$ cat config.mk
export PLATFORM = sky130hd
export DESIGN_NAME = i2c_target_regfile
export DESIGN_NICKNAME = d
export VERILOG_FILES = /design/src/rtl/i2c_target_regfile.sv
export SDC_FILE = /design/constraint.sdc
export NUM_CORES = 1
export LEC_CHECK = 0
export CAP_MARGIN = 5
export CORE_AREA = 10 10 195 197
export DETAILED_ROUTE_END_ITERATION = 12
export DIE_AREA = 0 0 205 207
export PLACE_DENSITY = 0.77
export REMOVE_ABC_BUFFERS = 1
export SETUP_SLACK_MARGIN = 0.3
export SLEW_MARGIN = 20
export SYNTH_ARGS = -nofsm -noshare
export SYNTH_HDL_FRONTEND = slang
export SYNTH_SLANG_ARGS = --single-unit
$ cat constraint.sdc
create_clock -name clock -period 4.39 [get_ports clock]
set_clock_uncertainty 0.1 [all_clocks]
set_input_delay 0.439 -clock clock [delete_from_list [all_inputs] [get_ports clock]]
set_output_delay 0.439 -clock clock [all_outputs]
set_load 0.005 [all_outputs]
$ cat src/rtl/i2c_target_regfile.sv
// I2C target with a parametrised register file: repeated START, pointer wrap,
// NACK of out-of-range pointers, read-only bytes sourced from ro_in.
module i2c_target_regfile #(
   parameter logic [6:0]          DEV_ADDR    = 7'h20,
   parameter int                  REGCOUNT    = 32,
   parameter int                  PTR_W       = $clog2(REGCOUNT),
   parameter logic [REGCOUNT-1:0] RO_MASK     = '0,
   parameter int                  SYNC_STAGES = 2
) (
   input  logic                  clock,
   input  logic                  reset,
   input  logic                  SCL_in,
   input  logic                  SDA_in,
   output logic                  SDA_out,
   input  logic [8*REGCOUNT-1:0] ro_in,
   output logic [8*REGCOUNT-1:0] registers_packed,
   output logic                  wr_strobe,
   output logic [PTR_W-1:0]      wr_index,
   output logic                  busy
);

   typedef enum logic [3:0] {
      S_IDLE, S_ADDR, S_ADDR_ACK, S_PTR, S_PTR_ACK,
      S_WRITE, S_WR_ACK, S_READ, S_RD_ACK, S_IGNORE
   } state_t;

   logic [SYNC_STAGES-1:0] scl_sync, sda_sync;
   logic                   scl_q, sda_q;
   logic                   scl_s, sda_s;
   logic                   scl_rise, scl_fall, sda_rise, sda_fall;
   logic                   start_det, stop_det;

   state_t           state;
   logic [3:0]       bit_cnt;
   logic [6:0]       shreg;
   logic [6:0]       tx;
   logic [PTR_W-1:0] ptr, ptr_inc;
   logic [7:0]       rx_byte, rd_byte;
   logic [7:0]       reg_q    [REGCOUNT];
   logic [7:0]       reg_view [REGCOUNT];

   // NOTE: non-blocking assignments in every clocked block so all flops sample
   // the pre-edge values, independent of statement order.
   // The bus idles high, so the sampling flops reset to 1 to avoid a phantom START.
   always_ff @(posedge clock or negedge reset) begin
      if (!reset) begin
         scl_sync <= '1;
         sda_sync <= '1;
         scl_q    <= 1'b1;
         sda_q    <= 1'b1;
      end else begin
         scl_sync <= {scl_sync[SYNC_STAGES-2:0], SCL_in};
         sda_sync <= {sda_sync[SYNC_STAGES-2:0], SDA_in};
         scl_q    <= scl_s;
         sda_q    <= sda_s;
      end
   end

   assign scl_s     = scl_sync[SYNC_STAGES-1];
   assign sda_s     = sda_sync[SYNC_STAGES-1];
   assign scl_rise  = scl_s & ~scl_q;
   assign scl_fall  = ~scl_s & scl_q;
   assign sda_rise  = sda_s & ~sda_q;
   assign sda_fall  = ~sda_s & sda_q;
   assign start_det = sda_fall & scl_s & scl_q;
   assign stop_det  = sda_rise & scl_s & scl_q;

   for (genvar i = 0; i < REGCOUNT; i++) begin : g_view
      assign reg_view[i]                 = RO_MASK[i] ? ro_in[8*i +: 8] : reg_q[i];
      assign registers_packed[8*i +: 8]  = reg_view[i];
   end

   assign rx_byte = {shreg, sda_s};
   assign rd_byte = reg_view[ptr];
   assign ptr_inc = (ptr == PTR_W'(REGCOUNT - 1)) ? '0 : ptr + 1'b1;

   always_ff @(posedge clock or negedge reset) begin
      if (!reset) begin
         state     <= S_IDLE;
         bit_cnt   <= '0;
         shreg     <= '0;
         tx        <= '0;
         ptr       <= '0;
         SDA_out   <= 1'b1;
         busy      <= 1'b0;
         wr_strobe <= 1'b0;
         wr_index  <= '0;
         // NOTE: the register file is small and its reset value is visible on
         // registers_packed, so every entry is reset rather than left as RAM.
         for (int i = 0; i < REGCOUNT; i++) reg_q[i] <= '0;
      end else begin
         wr_strobe <= 1'b0;
         if (start_det) begin
            state   <= S_ADDR;
            bit_cnt <= '0;
            SDA_out <= 1'b1;
            busy    <= 1'b1;
         end else if (stop_det) begin
            state   <= S_IDLE;
            SDA_out <= 1'b1;
            busy    <= 1'b0;
         end else begin
            case (state)
               S_ADDR, S_PTR, S_WRITE: begin
                  if (scl_rise) begin
                     shreg   <= rx_byte[6:0];
                     bit_cnt <= bit_cnt + 4'd1;
                     if (bit_cnt == 4'd7) begin
                        case (state)
                           S_ADDR: state <= (rx_byte[7:1] == DEV_ADDR) ? S_ADDR_ACK : S_IGNORE;
                           S_PTR: begin
                              if ({1'b0, rx_byte} < 9'(REGCOUNT)) begin
                                 ptr   <= rx_byte[PTR_W-1:0];
                                 state <= S_PTR_ACK;
                              end else begin
                                 state <= S_IGNORE;
                              end
                           end
                           default: begin
                              if (!RO_MASK[ptr]) begin
                                 reg_q[ptr] <= rx_byte;
                                 wr_strobe  <= 1'b1;
                                 wr_index   <= ptr;
                              end
                              ptr   <= ptr_inc;
                              state <= S_WR_ACK;
                           end
                        endcase
                     end
                  end
               end
               // bit_cnt 8: ACK not yet driven; 9: ACK on the bus, release at next fall
               S_ADDR_ACK, S_PTR_ACK, S_WR_ACK: begin
                  if (scl_fall) begin
                     if (bit_cnt == 4'd8) begin
                        SDA_out <= 1'b0;
                        bit_cnt <= 4'd9;
                     end else begin
                        bit_cnt <= '0;
                        if (state == S_ADDR_ACK && shreg[0]) begin
                           state   <= S_READ;
                           tx      <= rd_byte[6:0];
                           SDA_out <= rd_byte[7];
                           ptr     <= ptr_inc;
                        end else begin
                           SDA_out <= 1'b1;
                           state   <= (state == S_ADDR_ACK) ? S_PTR : S_WRITE;
                        end
                     end
                  end
               end
               S_READ: begin
                  if (scl_rise) begin
                     bit_cnt <= bit_cnt + 4'd1;
                  end else if (scl_fall) begin
                     if (bit_cnt == 4'd8) begin
                        SDA_out <= 1'b1;
                        state   <= S_RD_ACK;
                     end else begin
                        SDA_out <= tx[6];
                        tx      <= {tx[5:0], 1'b0};
                     end
                  end
               end
               S_RD_ACK: begin
                  if (scl_rise) begin
                     if (sda_s) state   <= S_IGNORE;
                     else       bit_cnt <= 4'd9;
                  end else if (scl_fall && bit_cnt == 4'd9) begin
                     bit_cnt <= '0;
                     state   <= S_READ;
                     tx      <= rd_byte[6:0];
                     SDA_out <= rd_byte[7];
                     ptr     <= ptr_inc;
                  end
               end
               default: ;
            endcase
         end
      end
   end

endmodule

; ---- Yosys cells after proc, flatten, opt, wreduce, memory -nomap -nowiden
; Memories as Yosys holds them, arrays and structs flattened.
; Index checks and enable logic that the tools add are counted.
[word_totals]
memories = 1
wordCells = 204
mem_bits_ro = 32
input_bits = 260
output_inout_bits = 264
register_bits = 297
[op_classes]
magnitude_cmp = 4
n_mux = 74
add_sub_neg = 2
eq_ne = 41
bitwise_logic = 17
reduce_logical = 20
[memory_table]
columns = name, depth, width, read_ports, rd_clocked_by_memory_dff, write_ports, line_no
row1 = (no name shown), 32, 1, 1, 0, 0, 120  ; if (!RO_MASK[ptr]) begin
[op_table]
columns = operator, n
row1 = $bwmux W256, 1
row2 = $mux W4, 22
row3 = $mux W7, 8
row4 = $mux W5, 9
row5 = $ne A4 B4 Y1 const B, 11
row6 = $bmux W8 S5, 1
row7 = $demux W8 S5, 1
row8 = $mux W8, 3
row9 = $ne A2 B2 Y1 const B, 12
row10 = $pmux W7 S3, 1
row11 = $eq A4 B3 Y1 const B, 5
row12 = $mux W1, 20
row13 = $pmux W4 S4, 1
row14 = $pmux W5 S3, 1
row15 = $eq A4 B4 Y1 const B, 3
row16 = $pmux W4 S3, 1
row17 = $reduce_and A12 Y1, 1
row18 = $reduce_and A6 Y1, 2
row19 = $reduce_and A11 Y1, 1
row20 = $ne A5 B5 Y1 const B, 2
row21 = $pmux W5 S2, 1
row22 = $reduce_and A10 Y1, 1
row23 = $and A1 B1 Y1, 8
row24 = $eq A4 B2 Y1 const B, 2
row25 = 27 further kinds, 40

; ---- Depth between registers and ports, before layout
; Gate-level depths: netlist of the first run.
[depth]
word_depth = 10
mapped_depth = 9
ltp_nobuf = 8

; ---- Worst setup path before layout of the first run
; OpenSTA, ideal clock, no wires.
[synth_path]
path_type = reg-to-reg
from = register ptr[1]
to = register reg_q, in the netlist registers_packed[10]
setup_ns = 0.125
setup_slack_ns = 2.108
n_path_buf = 3
t_required_ns = 4.165
t_arrival_ns = 2.057
stages_incl_launch_ff = 9
synth_period_minus_slack_ns = 2.282
cell_sequence = dfrtp_1 buf_2 buf_2 buf_2 inv_1 ha_1 nand2_8 nor2_4 mux2_2
[synth_between]
elab_chain_cells = 6
elab_cells_between_ends = 11
classes_between = order compare: 2 / mux: 4 / bitwise: 2 / reduce/logical: 2 / memory: 1
[synth_lines]
columns = element, line_no
row1 = from (decl), 37  ; logic [PTR_W-1:0] ptr, ptr_inc;
row2 = from (signal assigned), 113  ; ptr <= rx_byte[PTR_W-1:0];
row3 = from (signal assigned), 125  ; ptr <= ptr_inc;
row4 = from (signal assigned), 144  ; ptr <= ptr_inc;
row5 = $not A5 Y6 (implied by the code), 121  ; reg_q[ptr] <= rx_byte;
row6 = $ge A6 B6 Y1 (implied by the code) / $lt A6 B1 Y1 (equally long branches), 121
row7 = $logic_and A1 B1 Y1 (implied by the code), 121
row8 = $mux W8 (implied by the code), 121
row9 = $demux W8 S5, 121
row10 = $bwmux W256, 121
row11 = "to (signal, indexed assignment)", 121
row12 = to (decl), 39  ; logic [7:0] reg_q [REGCOUNT];
; Several ways; a longest one is shown, not always the timed one. The select of a mux whose other input is x is not followed.
; A chain may end at the register's enable or synchronous reset.

; ---- Worst setup path after layout of the first run
[layout_path]
from = register ptr[2]
to = register tx[4]
[layout_between]
elab_chain_cells = 8
elab_cells_between_ends = 10
classes_between = mux: 9 / bitwise: 1
[layout_lines]
columns = element, line_no
row1 = $not A5 Y6 (implied by the code) (*), 74  ; assign rd_byte = reg_view[ptr];
row2 = $bmux W8 S5 (*), 74
row3 = $mux W8 (implied by the code) (*) (2 in series), 74
row4 = $mux W7, 140  ; if (state == S_ADDR_ACK && shreg[0]) begin
row5 = $mux W7, 135  ; if (bit_cnt == 4'd8) begin
row6 = $mux W7, 134  ; if (scl_fall) begin
row7 = $pmux W7 S3 (*), 103  ; case (state)
row8 = to (signal assigned), 142  ; tx <= rd_byte[6:0];
row9 = to (signal assigned), 161  ; tx <= {tx[5:0], 1'b0};
row10 = to (signal assigned), 172  ; tx <= rd_byte[6:0];
row11 = to (decl), 36  ; logic [6:0] tx;
; Mark *: on every way between the ends. The rest lies on a longest branch, timed or not. The select of a mux whose other input is x is not followed.

==> summary.md, run 1 <==
| Metric | Value |
|---|---|
| Min Hold Slack | `-0.0315 ns` |
| Min-Delay Path Class | `input pin to asynchronous set/reset pin` |
| Number of synthesized flops with an enable pin | `0` |
| Measured slew at the worst slew-check pin | `1.08 ns` |
| Critical Path RT | `4.69 ns` |
| Minimum clock period after layout | `2.88 ns` |
| Die width | `205 um` |
| Seq pwr share | `41.3%` |
| Largest net degree at the start of global routing | `130` |
| Remaining Overflow, GRT | `0` |
| FP Rows | `68` |
| CTS root buffer | `clkbuf_16` |
| Initial drt markers | `645` |
| Most frequent cells in the layout | `dfrtp_1, clkdlybuf4s50_1, mux2_2, mux2i_1, nand2_1` |
| Worst reg2reg endpoint | `tx[4]` |
| Syn Inst Count | `1066` |
| Vias in the first global route | `10600` |
| Peak VDD IR | `394 uV` |
| Failing checks | `negative hold slack` |
| CTS tree | `built` |
| CP Class | `register to register` |
| Reg2reg path depth | `6` |
| Critical Path Fanout Max | `30` |
| Wirelength, routed | `48200 um` |
| Status | `finished, violations left` |
| Ant diodes | `0` |
| CP endpoint | `tx[4]` |
| DPL Wire Length | `34200 um` |
| Final #Nets | `1586` |
| Initial core utilization | `42.8%` |
| Antenna-violating nets left | `0` |
| Total power | `0.00807 W` |
| DRC | `0` |
| Insertion delay to the later sink of the worst-skew pair | `0.52 ns` |
| Post-CTS setup buffer count | `0` |
| Post-synthesis sequential area ratio | `50.9%` |
| Final Cycle Share | `65.5%` |
| Most common cell after layout, fill and taps aside | `dfrtp_1` |
| Inserted Clock Buffers | `34` |
| Final hold viol count | `44` |
| CP endpoint kind | `register` |
| Total die area | `42400 sq um` |
| RSZ-0062 raised after global routing | `no` |
| DRT Pass-1 Iters | `5` |
| Via count | `10200` |
| Final setup viols | `0` |
| Worst-path clk slew | `0.06 ns` |
| Die Y | `207 um` |
| Switch share | `35.0%` |
| Clock share of power | `35.0%` |
| Avg Cell Area, Syn | `13.7 sq um` |
| Critical Path Source | `ptr[2]` |
| Final Max Tran Viols | `0` |
| Warnings from Yosys | `0` |
| Initial antenna violation count | `0` |
| P&R area growth vs syn | `28.9%` |
| Flop and latch count out of synthesis | `297` |
| # IOs | `524` |
| Layout cells sized above 1 | `31.3%` |
| Ys async rst share | `100%` |
| Yosys cell types | `73` |
| Post-cts resize count | `0` |
| First-pass GRT wire length | `71700 um` |
| PD cells | `429 nW/um^2` |
| # hold bufs at CTS | `0` |
| Core area | `34100 sq um` |
| R2R setup slack | `1.51 ns` |
| Mapped cell area | `14600 sq um` |
| Number of buffers added on ports | `267` |
| Crit path DAT | `3.18 ns` |
| Max_cap viols | `0` |
| Max_slew headroom | `28.0%` |
| Fin Setup TNS | `0 ns` |
| RR Startpoint | `ptr[2]` |
| FMAX | `348 MHz` |
| P_leak | `8.83 nW` |
| Comb power frac | `23.7%` |
| WL per Instance | `26.9 um` |
| NetSw | `0.00282 W` |
| Non-filler cells, final | `1795` |
| H-tree levels | `2` |
| # clock sinks | `297` |
| Overall Global Routing Usage | `22.1%` |
| Placed Cells | `1737` |
| CP startpoint kind | `register` |
| Int Power | `0.00525 W` |
| Via density | `5.66` |
| GPL Wtd Cong | `0.905` |
| Clock tree buffer depth | `3` |
| Post-synth top flop | `dfrtp_1` |
-- layer usage --
| layer | global-route usage (%) | share of wire, % |
|---|---|---|
| met5 | 0 | 0 |
| met4 | 6.37 | 2.7 |
| met3 | 6.91 | 8.9 |
| met2 | 34.8 | 47 |
| met1 | 28.6 | 41 |
-- worst min-delay path by stage --
stage	startpoint	end	slack [ns]
finish	reset	registers_packed[172]	-0.03
global route	reset	registers_packed[172]	0.05
CTS	reset	registers_packed[186]	0.004
detailed placement	sda_sync[0]	sda_sync[1]	0.25
global placement	sda_sync[0]	sda_sync[1]	0.25
floorplan	reset	bit_cnt[0]	0.04
-- metrics by stage --
stage | setup slack (ns) | util (%) | instance area, sq um | hold WS [ns]
global placement | 1.53 | 52.0 | 17700 | 0.248
global route | 1.29 | 55.2 | 18800 | 0.0542
floorplan | -0.195 | - | 14300 | 0.0434
finish | 1.51 | 55.2 | 18800 | -0.0315
detailed placement | 1.52 | 52.0 | 17700 | 0.247
CTS | 1.51 | 55.2 | 18800 | 0.00380
-- area by class of cell --
type	instances	area, sq um
fillers	2822	15300
flip-flops and latches	297	7450
multi-input cells	692	6820
repair buffers	287	2870
clock buffers	48	985
well taps	455	569
clock inverters	10	113
inverters	6	27.5
-- critical path, cell delays in order (launching register included) --
cell and delay (ns):
dfrtp_1 1.05, nand3_2 0.60, nor3_1 0.41, a221oi_1 0.08, o21ai_0 0.18, nor3_1 0.10
o31ai_1 0.24
-- synth_stat cells, drive strengths merged, types with 4 or more instances --
cell type | count | area, sq um
a211oi | 6 | 50.1
a21oi | 17 | 85.1
a22o | 5 | 43.8
a31oi | 6 | 37.5
buf | 43 | 220
clkbuf | 28 | 105
dfrtp | 290 | 7260
dfstp | 7 | 184
ha | 8 | 100
inv | 6 | 27.5
mux2 | 268 | 3020
mux2i | 73 | 731
mux4 | 30 | 676
nand2 | 43 | 220
nand2b | 7 | 51.3
nand3 | 18 | 108
nand3b | 8 | 71.3
nand4 | 4 | 25.0
nand4b | 4 | 35.0
nor2 | 63 | 639
nor2b | 10 | 62.6
nor3 | 13 | 70.1
nor3b | 7 | 63.8
nor4 | 7 | 43.8
nor4b | 4 | 56.3
o211ai | 6 | 45.0
o21ai | 24 | 120
o22ai | 25 | 156
-- cells by family (layout without fill, tap and decap cells) --
group                      count (synthesis)  in the layout  synth area share [%]
and+or+nand+nor                          201            201                  10.6
xor gates and xnor gates                   2              2                 0.120
muxes                                    371            371                  30.3
DFF                                      297            297                  50.9
AOI/OAI and AO/OA                        110            110                  5.01
buffers and inverters                     77            351                  2.41
adders and majority gates                  8              8                 0.685
-- registers in the layout (all words and copies together), names as in the netlist, 2 cells and up --
register          cells
bit_cnt               4
ptr                   5
registers_packed    256
scl_sync              2
sda_sync              2
shreg                 7
state                 4
tx                    7
wr_index              5
-- power groups by stage --
stage	Combinational (W)	Clock, W	Sequential, W
finish	0.00192	0.00282	0.00333
global route	0.00204	0.00298	0.00336
CTS	0.00190	0.00286	0.00332
detailed placement	0.00189	0	0.00337
global placement	0.00186	0	0.00336
floorplan	0.00114	0	0.00341
Note: power is estimated with default switching activity, not from simulation.
==> run 2, diff against run 1 <==
- CORE_AREA: 10 10 195 197 -> unset
- CORE_MARGIN: unset -> 10
- CORE_UTILIZATION: unset -> 41
- DIE_AREA: 0 0 205 207 -> unset
- clock period: 4.39 -> 2.55 ns (I/O delays scaled with it)
==> summary.md, run 2 (same netlist as run 1, synthesis figures left out) <==
| Metric | Value |
|---|---|
| Status | `finished, final reports clean (was finished, violations left)` |
| Min-Delay Path Class | `input pin to register (was input pin to asynchronous set/reset pin)` |
| Vias in the first global route | `11500 (was 10600)` |
| Overall Global Routing Usage | `22.6% (was 22.1%)` |
| First-pass GRT wire length | `76500 um (was 71700 um)` |
| Int Power | `0.0105 W (was 0.00525 W)` |
| Remaining Overflow, GRT | `0 (unchanged)` |
| M2 GR Usage | `37.6% (was 34.8%)` |
| Number of flip-flops in the largest register | `256 (unchanged)` |
| Peak VDD IR | `507 uV (was 394 uV)` |
| Crit path DAT | `2.69 ns (was 3.18 ns)` |
| CP startpoint kind | `register (unchanged)` |
| Die Y | `209 um (was 207 um)` |
| Antenna-violating nets left | `0 (unchanged)` |
| Max_slew headroom | `64.6% (was 28.0%)` |
| Worst setup margin | `0.172 ns (was 1.51 ns)` |
| CP endpoint kind | `register (unchanged)` |
| WL per Instance | `27.1 um (was 26.9 um)` |
| Inserted Clock Buffers | `35 (was 34)` |
| DRC | `0 (unchanged)` |
| CTS root buffer | `clkbuf_16 (unchanged)` |
| Seq pwr share | `33.3% (was 41.3%)` |
| Final #Nets | `1707 (was 1586)` |
| Largest net degree at the start of global routing | `78 (was 130)` |
| RSZ-0062 raised after global routing | `yes (was no)` |
| # IOs | `524 (unchanged)` |
| FMAX | `421 MHz (was 348 MHz)` |
| PD cells | `749 nW/um^2 (was 429 nW/um^2)` |
| DRT Pass-1 Iters | `5 (unchanged)` |
| Max_cap viols | `0 (unchanged)` |
| Most common cell after layout, fill and taps aside | `dfrtp_1 (unchanged)` |
| Switch share | `34.0% (was 35.0%)` |
| Worst-path clk slew | `0.06 ns (about the same)` |
| Via density | `5.70 (was 5.66)` |
| Insertion delay to the later sink of the worst-skew pair | `0.53 ns (was 0.52 ns)` |
| FF/Latch Area | `7450 sq um (about the same)` |
| Critical Path RT | `2.86 ns (was 4.69 ns)` |
| Final Cycle Share | `93.2% (was 65.5%)` |
| CTS tree | `built (unchanged)` |
| Total power | `0.0159 W (was 0.00807 W)` |
| GPL Wtd Cong | `0.948 (was 0.905)` |
| Core area | `35400 sq um (was 34100 sq um)` |
| H-tree levels | `2 (unchanged)` |
| Crit path top cell by count | `buf_4 (was nor3_1)` |
| Critical path, cell by cell | `buf_4 -> buf_12 -> buf_6 -> mux2i_2 -> buf_4 -> o22ai_1 -> nor4_1 -> o211ai_1 -> a22o_1 (was nand3_2 -> nor3_1 -> a221oi_1 -> o21ai_0 -> nor3_1 -> o31ai_1)` |
| Wirelength, routed | `52200 um (was 48200 um)` |
| Met1 Use GR | `28.3% (was 28.6%)` |
| GR Layer Usage met3 | `6.29% (was 6.91%)` |
| NetSw | `0.00539 W (was 0.00282 W)` |
| Clock tree buffer depth | `3 (unchanged)` |
| Most frequent cells in the layout | `dfrtp_1, clkdlybuf4s50_1, mux2_4, buf_4, mux2_2 (was dfrtp_1, clkdlybuf4s50_1, mux2_2, mux2i_1, nand2_1)` |
| Critical Path Fanout Max | `8 (was 30)` |
| Min Hold Slack | `0.0468 ns (was -0.0315 ns)` |
| CP Class | `register to register (unchanged)` |
| FILL cells | `2753 (was 2822)` |
| Comb power frac | `34.2% (was 23.7%)` |
| P_leak | `9.67 nW (was 8.83 nW)` |
| Total die area | `43600 sq um (was 42400 sq um)` |
| Final Core Density | `59.8% (was 55.2%)` |
| Multi-input logic area | `7820 sq um (was 6820 sq um)` |
| Final setup viols | `0 (unchanged)` |
| Die width | `209 um (was 205 um)` |
| Pre-CTS WS | `0.102 ns (was 1.52 ns)` |
| Final Max Tran Viols | `0 (unchanged)` |
| Initial core utilization | `41.3% (was 42.8%)` |
| P&R area growth vs syn | `44.8% (was 28.9%)` |
| Via count | `11000 (was 10200)` |
| Initial antenna violation count | `0 (unchanged)` |
| Number of buffers added on ports | `267 (unchanged)` |
| Clock share of power | `32.5% (was 35.0%)` |
| Minimum clock period after layout | `2.38 ns (was 2.88 ns)` |
| Critical path's largest stage delay | `0.57 ns (was 1.05 ns)` |
| DPL Wire Length | `36300 um (was 34200 um)` |
| FP Rows | `69 (was 68)` |
| Gr busiest metal | `met2 (unchanged)` |
| Ant diodes | `0 (unchanged)` |
| Layout cells sized above 1 | `41.6% (was 31.3%)` |
| Measured slew at the worst slew-check pin | `0.531 ns (was 1.08 ns)` |
| # clock sinks | `297 (unchanged)` |
| Slowest CP cell | `dfrtp_4 (was dfrtp_1)` |
| Initial drt markers | `897 (was 645)` |
| Final hold viol count | `0 (was 44)` |
## run 2: changes by cell type in the layout (fill, tap and decap cells not counted), moves of 4 or more
cell	change
buf_12	+20
buf_4	+88
buf_6	+7
clkbuf_1	+4
ha_1	-5
ha_2	+5
mux2_1	-19
mux2_2	-165
mux2_4	+184
mux2i_1	-19
mux2i_2	+14
mux2i_4	+5
nor4_1	-4
nor4_2	+4
## run 2: cell type report
type / count / share of cell area, %
clock buffer: 53 / 4.84
clock inverter: 9 / 0.757
inverter: 6 / 0.160
multi-input combinational: 692 / 37.0
sequential: 297 / 35.2
tap: 461 / 2.73
timing repair buffer: 407 / 19.3
## run 2: power by group through the flow
stage,Sequential [W],Clock (W),Combinational [W]
2_1_floorplan,0.00585,0,0.00194
3_3_place_gp,0.00539,0,0.00419
3_5_place_dp,0.00540,0,0.00424
4_1_cts,0.00524,0.00520,0.00458
5_1_grt,0.00529,0.00541,0.00571
6_report,0.00528,0.00516,0.00542
## run 2: repair_timing
action,in CTS,in global routing
gates cloned,0,2
buffers inserted,25,32
hold endpoints to repair,55,0
pin swaps,30,33
hold buffers,1,0
setup endpoints to repair,269,273
resized for setup,141,130
## run 2: routing by layer
metal | part of all wire, % | up-vias
met2 | 49 | 445
met4 | 2.5 | 0
met5 | 0 | -
met3 | 8.1 | 94
met1 | 41 | 5753
li1 | - | 4674
## run 2: critical path, delay by kind of cell, from the launching register on
| family | cells | cell delay (ns) |
|---|---|---|
| buf+inv | 4 | 0.59 |
| flops | 1 | 0.57 |
| compound gates | 3 | 0.47 |
| simple gates | 1 | 0.37 |
| mux | 1 | 0.17 |
## run 2: path summary, 6_finish.rpt
check	slack, ns	start	endpoint	cells after the start
setup / recovery	0.17	ptr[1]	tx[5]	9
min in group asynchronous	0.17	reset	registers_packed[168]	2
max in group asynchronous	1.22	reset	registers_packed[21]	3
setup reg to reg	0.17	ptr[1]	tx[5]	9
hold reg to reg	0.25	sda_sync[0]	sda_sync[1]	0
hold / removal	0.05	SDA_in	sda_sync[0]	1
## run 2: stage by stage
stage / std cells / cell area, sq um / TNS, ns
floorplan: 995 / 14300 / -519.26
global placement: 1803 / 18300 / 0
detailed placement: 1803 / 18300 / 0
CTS: 1891 / 20300 / 0
global route: 1925 / 21200 / 0
finish: 1925 / 21200 / 0
